===== src/rtl/data_mem_access_unit_pkg.sv =====
// ----------------------------------------------------------------------------
// ctrl_encode_def
//   Shared encodings for the memory stage: access-size codes carried by the
//   decoder's MemOp field, the access unit's FSM states and the fault causes
//   it can report, plus a helper that classifies a request's fault cause.
// ----------------------------------------------------------------------------
package ctrl_encode_def;

    // MemOp access-size encodings
    localparam logic [1:0] MEM_WORD = 2'b00;
    localparam logic [1:0] MEM_HALF = 2'b01;
    localparam logic [1:0] MEM_BYTE = 2'b10;
    localparam logic [1:0] MEM_RSVD = 2'b11;

    typedef enum logic [1:0] {
        ST_IDLE  = 2'b00,
        ST_ISSUE = 2'b01,
        ST_RESP  = 2'b10
    } dmau_state_e;

    typedef enum logic [1:0] {
        CAUSE_NONE     = 2'b00,
        CAUSE_MISALIGN = 2'b01,
        CAUSE_RESERVED = 2'b10,
        CAUSE_TIMEOUT  = 2'b11
    } fault_cause_e;

    // Classify a request before any bus activity: reserved size code or an
    // address that is not naturally aligned for the access size.
    function automatic fault_cause_e req_fault_cause(input logic [1:0] op,
                                                     input logic [1:0] off);
        fault_cause_e cause;
        cause = CAUSE_NONE;
        case (op)
            MEM_WORD: if (off != 2'b00) cause = CAUSE_MISALIGN;
            MEM_HALF: if (off[0])       cause = CAUSE_MISALIGN;
            MEM_BYTE: cause = CAUSE_NONE;
            default:  cause = CAUSE_RESERVED;
        endcase
        return cause;
    endfunction

endpackage


===== src/rtl/data_mem_access_unit_lane_format.sv =====
// ----------------------------------------------------------------------------
// mem_lane_format
//   Purely combinational lane logic for a 32-bit little-endian word bus.
//   Ports:
//     op        in   2   access size (MEM_WORD / MEM_HALF / MEM_BYTE)
//     ext       in   1   load extension: 1 = sign, 0 = zero
//     offset    in   2   byte offset within the word (addr[1:0])
//     wdata     in  32   right-justified store data
//     rdata_raw in  32   raw word from the bus
//     be        out  4   byte-lane enables, lane 0 = bits 7:0
//     wdata_rep out 32   store data replicated across all lanes
//     rdata_fmt out 32   selected lane(s), extended to 32 bits
//   The reserved size code yields all-zero outputs.
// ----------------------------------------------------------------------------
module mem_lane_format
    import ctrl_encode_def::*;
(
    input  logic [1:0]  op,
    input  logic        ext,
    input  logic [1:0]  offset,
    input  logic [31:0] wdata,
    input  logic [31:0] rdata_raw,
    output logic [3:0]  be,
    output logic [31:0] wdata_rep,
    output logic [31:0] rdata_fmt
);

    logic [7:0]  byte_sel;
    logic [15:0] half_sel;

    // Halfwords are only legal at offsets 0 and 2, so offset[1] picks the half.
    assign byte_sel = rdata_raw[{offset, 3'b000} +: 8];
    assign half_sel = rdata_raw[{offset[1], 4'b0000} +: 16];

    always_comb begin
        be        = 4'b0000;
        wdata_rep = 32'h0;
        rdata_fmt = 32'h0;
        case (op)
            MEM_BYTE: begin
                be        = 4'b0001 << offset;
                wdata_rep = {4{wdata[7:0]}};
                rdata_fmt = {{24{ext & byte_sel[7]}}, byte_sel};
            end
            MEM_HALF: begin
                be        = 4'b0011 << offset;
                wdata_rep = {2{wdata[15:0]}};
                rdata_fmt = {{16{ext & half_sel[15]}}, half_sel};
            end
            MEM_WORD: begin
                be        = 4'b1111;
                wdata_rep = wdata;
                rdata_fmt = rdata_raw;
            end
            default: begin
                be        = 4'b0000;
                wdata_rep = 32'h0;
                rdata_fmt = 32'h0;
            end
        endcase
    end

endmodule


===== src/rtl/data_mem_access_unit.sv =====
// ----------------------------------------------------------------------------
// data_mem_access_unit
//   Memory-stage responder: turns one load/store request from the core into a
//   single word-bus transaction, then reports completion with a one-cycle
//   done pulse carrying the formatted load data and an error flag.
//   Ports:
//     clk, rstn            clock (rising edge), async active-low reset
//     req_valid            core request strobe (sampled only in IDLE)
//     MemOp/MemExt/MemWrite access size, load extension, store select
//     addr, wdata          byte address, right-justified store data
//     busy                 high in ISSUE and RESP; core stalls
//     done                 one-cycle completion pulse
//     rdata, err           result and fault flag; update with done, then hold
//     mem_req/mem_we/mem_addr/mem_be/mem_wdata   word-bus request side
//     mem_rdata, mem_ack   word-bus response side
//     dbg_state, dbg_cause FSM state and cause of the last completed access
//
//   Handshake: a request is accepted on a rising edge where req_valid=1 and
//   the unit is IDLE; req_valid at any other time is ignored. On the bus,
//   mem_req and all mem_* request fields stay constant until a rising edge
//   that samples mem_ack=1 (or the timeout expires); mem_ack is ignored
//   whenever mem_req=0.
// ----------------------------------------------------------------------------
module data_mem_access_unit
    import ctrl_encode_def::*;
#(
    parameter int ADDR_W         = 32,
    parameter int TIMEOUT_CYCLES = 64
)(
    input  logic              clk,
    input  logic              rstn,
    input  logic              req_valid,
    input  logic [1:0]        MemOp,
    input  logic              MemExt,
    input  logic              MemWrite,
    input  logic [ADDR_W-1:0] addr,
    input  logic [31:0]       wdata,
    output logic              busy,
    output logic              done,
    output logic [31:0]       rdata,
    output logic              err,
    output logic              mem_req,
    output logic              mem_we,
    output logic [ADDR_W-1:0] mem_addr,
    output logic [3:0]        mem_be,
    output logic [31:0]       mem_wdata,
    input  logic [31:0]       mem_rdata,
    input  logic              mem_ack,
    output logic [1:0]        dbg_state,
    output logic [1:0]        dbg_cause
);

    // Counter value on the last ISSUE cycle before the timeout fires.
    localparam logic [31:0] CNT_LAST =
        (TIMEOUT_CYCLES == 0) ? 32'd0 : 32'(TIMEOUT_CYCLES - 1);

    dmau_state_e       state_q, state_d;
    fault_cause_e      req_cause;
    fault_cause_e      cause_q;

    logic [1:0]        op_q;
    logic              ext_q;
    logic              we_q;
    logic [ADDR_W-1:0] addr_q;
    logic [31:0]       wdata_q;
    logic [31:0]       cnt_q;
    logic [31:0]       rdata_q;
    logic              err_q;
    logic              timeout_hit;

    logic [3:0]        be_fmt;
    logic [31:0]       wdata_fmt;
    logic [31:0]       rdata_fmt;

    assign req_cause   = req_fault_cause(MemOp, addr[1:0]);
    assign timeout_hit = (TIMEOUT_CYCLES != 0) && (cnt_q == CNT_LAST);

    mem_lane_format u_lane_format (
        .op        (op_q),
        .ext       (ext_q),
        .offset    (addr_q[1:0]),
        .wdata     (wdata_q),
        .rdata_raw (mem_rdata),
        .be        (be_fmt),
        .wdata_rep (wdata_fmt),
        .rdata_fmt (rdata_fmt)
    );

    // ---------------- FSM state register ----------------
    always_ff @(posedge clk or negedge rstn) begin
        if (!rstn) state_q <= ST_IDLE;
        else       state_q <= state_d;
    end

    // ---------------- next state and outputs ----------------
    always_comb begin
        state_d   = state_q;
        busy      = 1'b0;
        done      = 1'b0;
        mem_req   = 1'b0;
        mem_we    = 1'b0;
        mem_addr  = '0;
        mem_be    = 4'b0000;
        mem_wdata = 32'h0;
        case (state_q)
            ST_IDLE: begin
                if (req_valid) begin
                    state_d = (req_cause != CAUSE_NONE) ? ST_RESP : ST_ISSUE;
                end
            end
            ST_ISSUE: begin
                busy      = 1'b1;
                mem_req   = 1'b1;
                mem_we    = we_q;
                mem_addr  = {addr_q[ADDR_W-1:2], 2'b00};
                mem_be    = be_fmt;
                mem_wdata = wdata_fmt;
                // An ack on the final allowed cycle still wins over timeout.
                if (mem_ack || timeout_hit) state_d = ST_RESP;
            end
            ST_RESP: begin
                busy    = 1'b1;
                done    = 1'b1;
                state_d = ST_IDLE;
            end
            default: state_d = ST_IDLE;
        endcase
    end

    // ---------------- request capture, counter, result ----------------
    always_ff @(posedge clk or negedge rstn) begin
        if (!rstn) begin
            op_q    <= MEM_WORD;
            ext_q   <= 1'b0;
            we_q    <= 1'b0;
            addr_q  <= '0;
            wdata_q <= 32'h0;
            cnt_q   <= 32'h0;
            rdata_q <= 32'h0;
            err_q   <= 1'b0;
            cause_q <= CAUSE_NONE;
        end else begin
            case (state_q)
                ST_IDLE: begin
                    if (req_valid) begin
                        op_q    <= MemOp;
                        ext_q   <= MemExt;
                        we_q    <= MemWrite;
                        addr_q  <= addr;
                        wdata_q <= wdata;
                        cnt_q   <= 32'h0;
                        // A faulting request completes without touching the bus.
                        if (req_cause != CAUSE_NONE) begin
                            rdata_q <= 32'h0;
                            err_q   <= 1'b1;
                            cause_q <= req_cause;
                        end
                    end
                end
                ST_ISSUE: begin
                    cnt_q <= cnt_q + 32'd1;
                    if (mem_ack) begin
                        rdata_q <= we_q ? 32'h0 : rdata_fmt;
                        err_q   <= 1'b0;
                        cause_q <= CAUSE_NONE;
                    end else if (timeout_hit) begin
                        rdata_q <= 32'h0;
                        err_q   <= 1'b1;
                        cause_q <= CAUSE_TIMEOUT;
                    end
                end
                default: ;
            endcase
        end
    end

    assign rdata     = rdata_q;
    assign err       = err_q;
    assign dbg_state = state_q;
    assign dbg_cause = cause_q;

endmodule


===== config.mk =====
export PLATFORM = sky130hd
export DESIGN_NAME = data_mem_access_unit
export DESIGN_NICKNAME = d
export VERILOG_FILES = /design/src/rtl/data_mem_access_unit_pkg.sv /design/src/rtl/data_mem_access_unit_lane_format.sv /design/src/rtl/data_mem_access_unit.sv
export SDC_FILE = /design/constraint.sdc
export NUM_CORES = 1
export LEC_CHECK = 0
export ABC_CLOCK_PERIOD_IN_PS = 3000
export BUFFER_PORTS_ARGS = -buffer_cell sky130_fd_sc_hd__buf_2
export CAP_MARGIN = 15
export CORE_AREA = 2 2 122 124
export CTS_BUF_LIST = sky130_fd_sc_hd__clkbuf_16
export CTS_CLUSTER_SIZE = 24
export DETAILED_ROUTE_END_ITERATION = 10
export DIE_AREA = 0 0 124 126
export PLACE_DENSITY = 0.89
export SYNTH_ARGS = -nofsm -noshare
export SYNTH_HDL_FRONTEND = slang
export SYNTH_HIERARCHICAL = 1
export SYNTH_SLANG_ARGS = --single-unit

===== constraint.sdc =====
create_clock -name clk -period 3 [get_ports clk]
set_input_delay 0.45 -clock clk [delete_from_list [all_inputs] [get_ports clk]]
set_output_delay 0.45 -clock clk [all_outputs]
set_load 0.005 [all_outputs]

== After elaboration in Yosys (flattened, before gate mapping) ==
Cells that the tools add are included.

* Register bits: 137
* Output and inout bits: 109
* Logic and storage cells: 75
* Bits of input ports: 104

* Shift-type cells: 4
* $add $sub $neg: 1
* Bitwise gates (word level): 2
* Reductions and logical operators: 12
* Muxes and demuxes: 35
* Equality and inequality tests: 11

{| class="wikitable"
|+ Operators with widths
! operator !! count
|-
| two-way mux 32 bit || 8
|-
| one-hot mux 32 bit (3 select lines) || 2
|-
| one-hot mux 32 bit (2 select lines) || 2
|-
| adder 32 x 1 -> 32 bit (second input constant) || 1
|-
| == test 32 x 6 -> 1 bit (second input constant) || 1
|-
| indexed part select 32 x 6 -> 16 bit || 1
|-
| indexed part select 32 x 6 -> 8 bit || 1
|-
| two-way mux 2 bit || 7
|-
| one-hot mux 4 bit (3 select lines) || 1
|-
| two-way mux 1 bit || 10
|-
| one-hot mux 2 bit (2 select lines) || 2
|-
| == test 2 x 1 -> 1 bit (second input constant) || 3
|-
| == test 2 bit (second input constant) || 3
|-
| zero test 2 bit || 3
|-
| != test 2 bit (second input constant) || 3
|-
| one-hot mux 2 bit (3 select lines) || 1
|-
| AND reduction 2 bit || 3
|-
| nonzero test 2 bit || 3
|-
| two-way mux 4 bit || 1
|-
| AND reduction 4 bit || 1
|-
| left shift 1 x 2 -> 4 bit (first input constant) || 1
|-
| left shift 2 x 2 -> 4 bit (first input constant) || 1
|-
| != test 3 bit (second input constant) || 1
|-
| bitwise AND 1 bit || 2
|-
| 3 further kinds || 3
|}

== Longest topological paths before layout ==
* Word-level depth: 7
* Depth in mapped cells: 8
* Depth with buffers taken out: 7

== Cells and area by module ==
The synthesis kept the hierarchy.

{| class="wikitable"
|+ By module, submodules not included
! module !! instances !! area an instance (sq um) !! seq. area each (sq um) !! cells each
|-
| data_mem_access_unit || 1 || 6137.1 || 3428.3 || 508
|-
| mem_lane_format || 1 || 1276.2 || 0.0 || 214
|}

== Worst setup path after synthesis ==
OpenSTA, ideal clock, no wires.

* Kind: flip-flop to flip-flop
* Start: register state_q[1] (netlist: dbg_state[1])
* End: register cnt_q[28]
* Stages on the path, launching flop included: 9
* Required time: 2.922 ns
* Buffers on the path: 1
* Period minus slack after synthesis: 2.239 ns
* Data arrival time: 2.161 ns
* Setup time: 0.078 ns
* Setup slack: 0.761 ns
* Cell sequence: dfrtp_1 inv_1 ha_1 clkbuf_1 mux2_2 nand2_1 or3_1 or3_1 a21oi_1

* Longest elaborated chain between the ends: 3
* Elaborated cells on any way between the ends: 6
* Classes of those cells: eq/ne (2); mux (1); reduce/logical (3)

{| class="wikitable"
|+ Ends and longest elaborated chain
! item !! RTL line !! source
|-
| from (decl) || data_mem_access_unit.sv:57 || <nowiki>dmau_state_e state_q, state_d;</nowiki>
|-
| from (signal assigned) || data_mem_access_unit.sv:92 || <nowiki>else state_q <= state_d;</nowiki>
|-
| == test 2 x 1 -> 1 bit or zero test 2 bit (tied branches) || data_mem_access_unit.sv:143 || <nowiki>case (state_q)</nowiki>
|-
| nonzero test 2 bit (no source line) or != test 2 bit (tied branches) || - ||
|-
| AND reduction 2 bit (no source line) || - ||
|-
| to (signal assigned) || data_mem_access_unit.sv:161 || <nowiki>cnt_q <= cnt_q + 32'd1;</nowiki>
|-
| to (decl) || data_mem_access_unit.sv:66 || <nowiki>logic [31:0] cnt_q;</nowiki>
|}

Several ways; a longest one is shown, not always the timed one.
A chain may end at the register's enable or synchronous reset.

== Final worst setup path ==
* Start: register op_q[1]
* End: output mem_wdata[20]

* Longest elaborated chain between the ends: 3
* Elaborated cells on any way between the ends: 5
* Classes of those cells: eq/ne (2); mux (2); reduce/logical (1)

{| class="wikitable"
|+ Ends and longest elaborated chain
! item !! RTL line !! source
|-
| from (decl) || data_mem_access_unit.sv:61 || <nowiki>logic [1:0] op_q;</nowiki>
|-
| from (signal assigned) || data_mem_access_unit.sv:146 || <nowiki>op_q <= MemOp;</nowiki>
|-
| == test 2 x 1 -> 1 bit, or another cell as far along || data_mem_access_unit_lane_format.sv:39 || <nowiki>case (op)</nowiki>
|-
| one-hot mux 32 bit (3 select lines) (*) || data_mem_access_unit_lane_format.sv:39 ||
|-
| via wdata_fmt[20] || data_mem_access_unit.sv:72 || <nowiki>logic [31:0] wdata_fmt;</nowiki>
|-
| two-way mux 32 bit (*) || data_mem_access_unit.sv:105 || <nowiki>case (state_q)</nowiki>
|-
| to (decl) || data_mem_access_unit.sv:46 || <nowiki>output logic [31:0] mem_wdata,</nowiki>
|}

Mark *: on every way through the listed nets, which the timed path passes. The rest lies on a longest branch.

==> flow_summary.yaml <==
sta:
  rsz_0062_raised_after_global_routing: "false"
  final.setup.tns_ps: 0
  slew_violations: 0
  report.final.setup_viol: 0
  fraction_of_the_cycle_the_final_worst_path_needs_pct: 87.5
  achievable-frequency_mhz: 381
  hold_viol: 0
  max_slew.worst_pin.slew_ps: 921
  min_period_ps: 2620
  finClkSkew_ps: 5.90
  timing.slew.headroom_pct: 38.6
detailed_routing:
  dr_total_vias: 6431
  drc: 0
  wl_per_cell_um: 17.7
  via_per_inst: 5.79
  ant_nets: 0
  drt_iter0_markers: 609
  totalWireLength_um: 19600
  detail_route.first_pass.iterations: 5
global_route:
  grt_max_degree: 76
  first_global_vias: 6187
  grt_residual_overflow: 0
  grt_antenna_before_repair: 0
  grtUsageTotal_pct: 25.2
  grt_pass1_wl_um: 30800
power_and_ir_drop:
  power.static_leakage_uw: 0.00443
  power.ir.vdd_worst_v: 0.000589
  pwr_density_cell_nw_per_um2: 920
die:
  ioPinCount: 213
  design.core.area_um2: 14300
  die-width_um: 124
  floorplan.die.height_um: 126
  initial_core_utilization_pct: 51.8
  design.die.area_um2: 15600
  placementRows: 44
finish:
  antenna-diode-count: 0
  final_nets: 1027
  multi_input_comb_area_um2: 3750
  finish.utilization_pct: 64.0
  final_design_area_no_fill_um2: 9150
  syn2layout_area_growth_pct: 23.5
  layout-drive-gt1-share_pct: 37.8
  register_cell_area_after_layout_um2: 3430
  fillers: 1137
yosys:
  synth.yosys.seq_area_share_pct: 46.2
  yosys-top-cells-area: "sky130_fd_sc_hd__dfrtp_1, sky130_fd_sc_hd__mux2_2, sky130_fd_sc_hd__and2_1"
  post-synth-top-area-fraction_pct: 46.2
  yosysWarnings: 6
  library_cells_used_by_synthesis: 50
  postSynthRegisterBits: 137
  post_synth_instance_area_um2: 7410
  yosysTopAreaCell: "sky130_fd_sc_hd__dfrtp_1"
  synth-main-ff-cell: "sky130_fd_sc_hd__dfrtp_1"
  synth-edff-count: 0
  synth.top_cells.by_count: "sky130_fd_sc_hd__dfrtp_1, sky130_fd_sc_hd__mux2_2, sky130_fd_sc_hd__and2_1"
  postSynthAreaPerCell_um2: 10.3
  synth_async_sr_flop_share_pct: 100
  synthesis.instances: 722
  synth_most_common_cell: "sky130_fd_sc_hd__dfrtp_1"
place:
  dpl_cell_area_um2: 8620
  io_buffer_count: 210
  routabilityCongestion: 0.847
  dpl.hpwl_um: 13600
min_path:
  hold_path_class: "in -> async"
clocking:
  post_cts.repair.setup_buffers: 0
  number_of_buffers_inserted_by_hold_repair_at_cts: 0
  htreeDepth: 4
  clock_sink_count: 137
  clkSlewWorstSetupHoldPaths_ps: 60
  clock_insertion_delay_worst_skew_ps: 420
  cts_tree: "built"
  clock_tree.root_cell: "sky130_fd_sc_hd__clkbuf_16"
  cts.path.max_buffers: 2
  cts_inserted_buffers: 17
  post_cts_resize_count: 0
run_status:
  status: "finished clean"
worst_setup_path:
  critical_path_s_slowest_cell: "sky130_fd_sc_hd__nor2_1"
  endpoint_kind: "output port"
  crit_path_max_fanout: 8
  worstPathArrival_ps: 2170
  critical-path-max-stage-delay_ps: 440
  cp.buffers_inverters: 2
  worst_setup_path_class: "reg -> out"
  critical_path.cell_chain: "inv_1, ha_1, nor2_1, nor2_1, a22o_1, and2_1, buf_2"
  critPathLaunchType: "flip-flop"
  path_delay_family: "simple AND/OR/NAND/NOR gates"
  cpMostUsedCell: "sky130_fd_sc_hd__nor2_1"
  required_ps: 2550
flow_run:
  cap_viol_max_count: 0
## power breakdown
part / internal [uW] / switching [uW] / leakage (uW)
clock: 1120 / 783 / 0.000260
combinational: 1700 / 1850 / 0.00242
sequential: 2460 / 511 / 0.00175
## cells by family after synthesis
| family | synth area share, % |
|---|---|
| AO/OA/AOI/OAI | 13.5 |
| XOR/XNOR | 2.72 |
| adder cells (fa/ha/maj) | 1.52 |
| buffers and inverters | 3.49 |
| flip-flops | 46.2 |
| multiplexers | 13.7 |
| other | 0.0506 |
| AND/OR/NAND/NOR | 18.8 |
## path summary, 6_finish.rpt
check                      slack, ps    startpoint       endpoint  depth (start not counted)
max reg2reg                      600  dbg_state[0]      cnt_q[27]                          7
min reg2reg                      500    addr_q[12]     addr_q[12]                          1
min                               50          rstn     addr_q[18]                          1
max in group asynchronous       2210          rstn     addr_q[19]                          2
min in group clk                 260     wdata[13]    wdata_q[13]                          2
max                              380       op_q[1]  mem_wdata[20]                          7
## routing by layer
metal / GRT usage [%] / vias up / share of wire, %
met1: 32.0 / 3140 / 40
met5: 0 / - / 0
met4: 8.00 / 0 / 2.1
met2: 41.2 / 295 / 49
met3: 7.56 / 47 / 8.2
li1: - / 2949 / -
## cell type report
cell class	instances	share of cell area, %
Timing Repair Buffer	223	12.8
Clock buffer	17	4.65
Inverter	11	0.451
Sequential cell	137	37.5
Clock inverter	15	1.23
Multi-Input combinational cell	524	41.0
Tap cell	184	2.52
## registers in the layout, indices dropped and copies added (netlist names)
| name | cells |
|---|---|
| addr_q | 32 |
| cnt_q | 32 |
| rdata | 32 |
| wdata_q | 32 |
| dbg_cause | 2 |
| dbg_state | 2 |
| op_q | 2 |
| err | 1 |
| ext_q | 1 |
| we_q | 1 |
## stage by stage
step	hold WS, ps	power [uW]	std cells	worst slack, ps
after global routing	101	8940	1111	219
after CTS	86.8	8420	1111	364
after detailed placement	486	6470	1079	672
after global placement	479	6350	1079	776
after floorplan	154	5310	723	761
final	49.2	8420	1111	376
## placed cells by master, fill, tap and decap left out, types with 4 or more instances in the layout
cell                        netlist  final
sky130_fd_sc_hd__inv_1           11     12
sky130_fd_sc_hd__clkinv_1         0      4
sky130_fd_sc_hd__nor2_1          39     39
sky130_fd_sc_hd__buf_4            2     12
sky130_fd_sc_hd__mux2_2          85     85
sky130_fd_sc_hd__and2_1          79     79
sky130_fd_sc_hd__a22o_1          41     41
sky130_fd_sc_hd__xnor2_1         11     11
sky130_fd_sc_hd__nand4_1          9      9
sky130_fd_sc_hd__a21oi_1         38     38
sky130_fd_sc_hd__ha_1             9      7
sky130_fd_sc_hd__a22oi_1         16     16
sky130_fd_sc_hd__nand3_1         10     10
sky130_fd_sc_hd__o21ai_0         23     23
sky130_fd_sc_hd__a31oi_1         19     19
sky130_fd_sc_hd__and4_1           4      4
sky130_fd_sc_hd__clkbuf_16        0     17
sky130_fd_sc_hd__nand2_1         71     70
sky130_fd_sc_hd__buf_2            3    209
sky130_fd_sc_hd__nor4_1          12     12
sky130_fd_sc_hd__xor2_1          12     12
sky130_fd_sc_hd__dfrtp_1        137    137
Note: power is estimated with default switching activity, not from simulation.
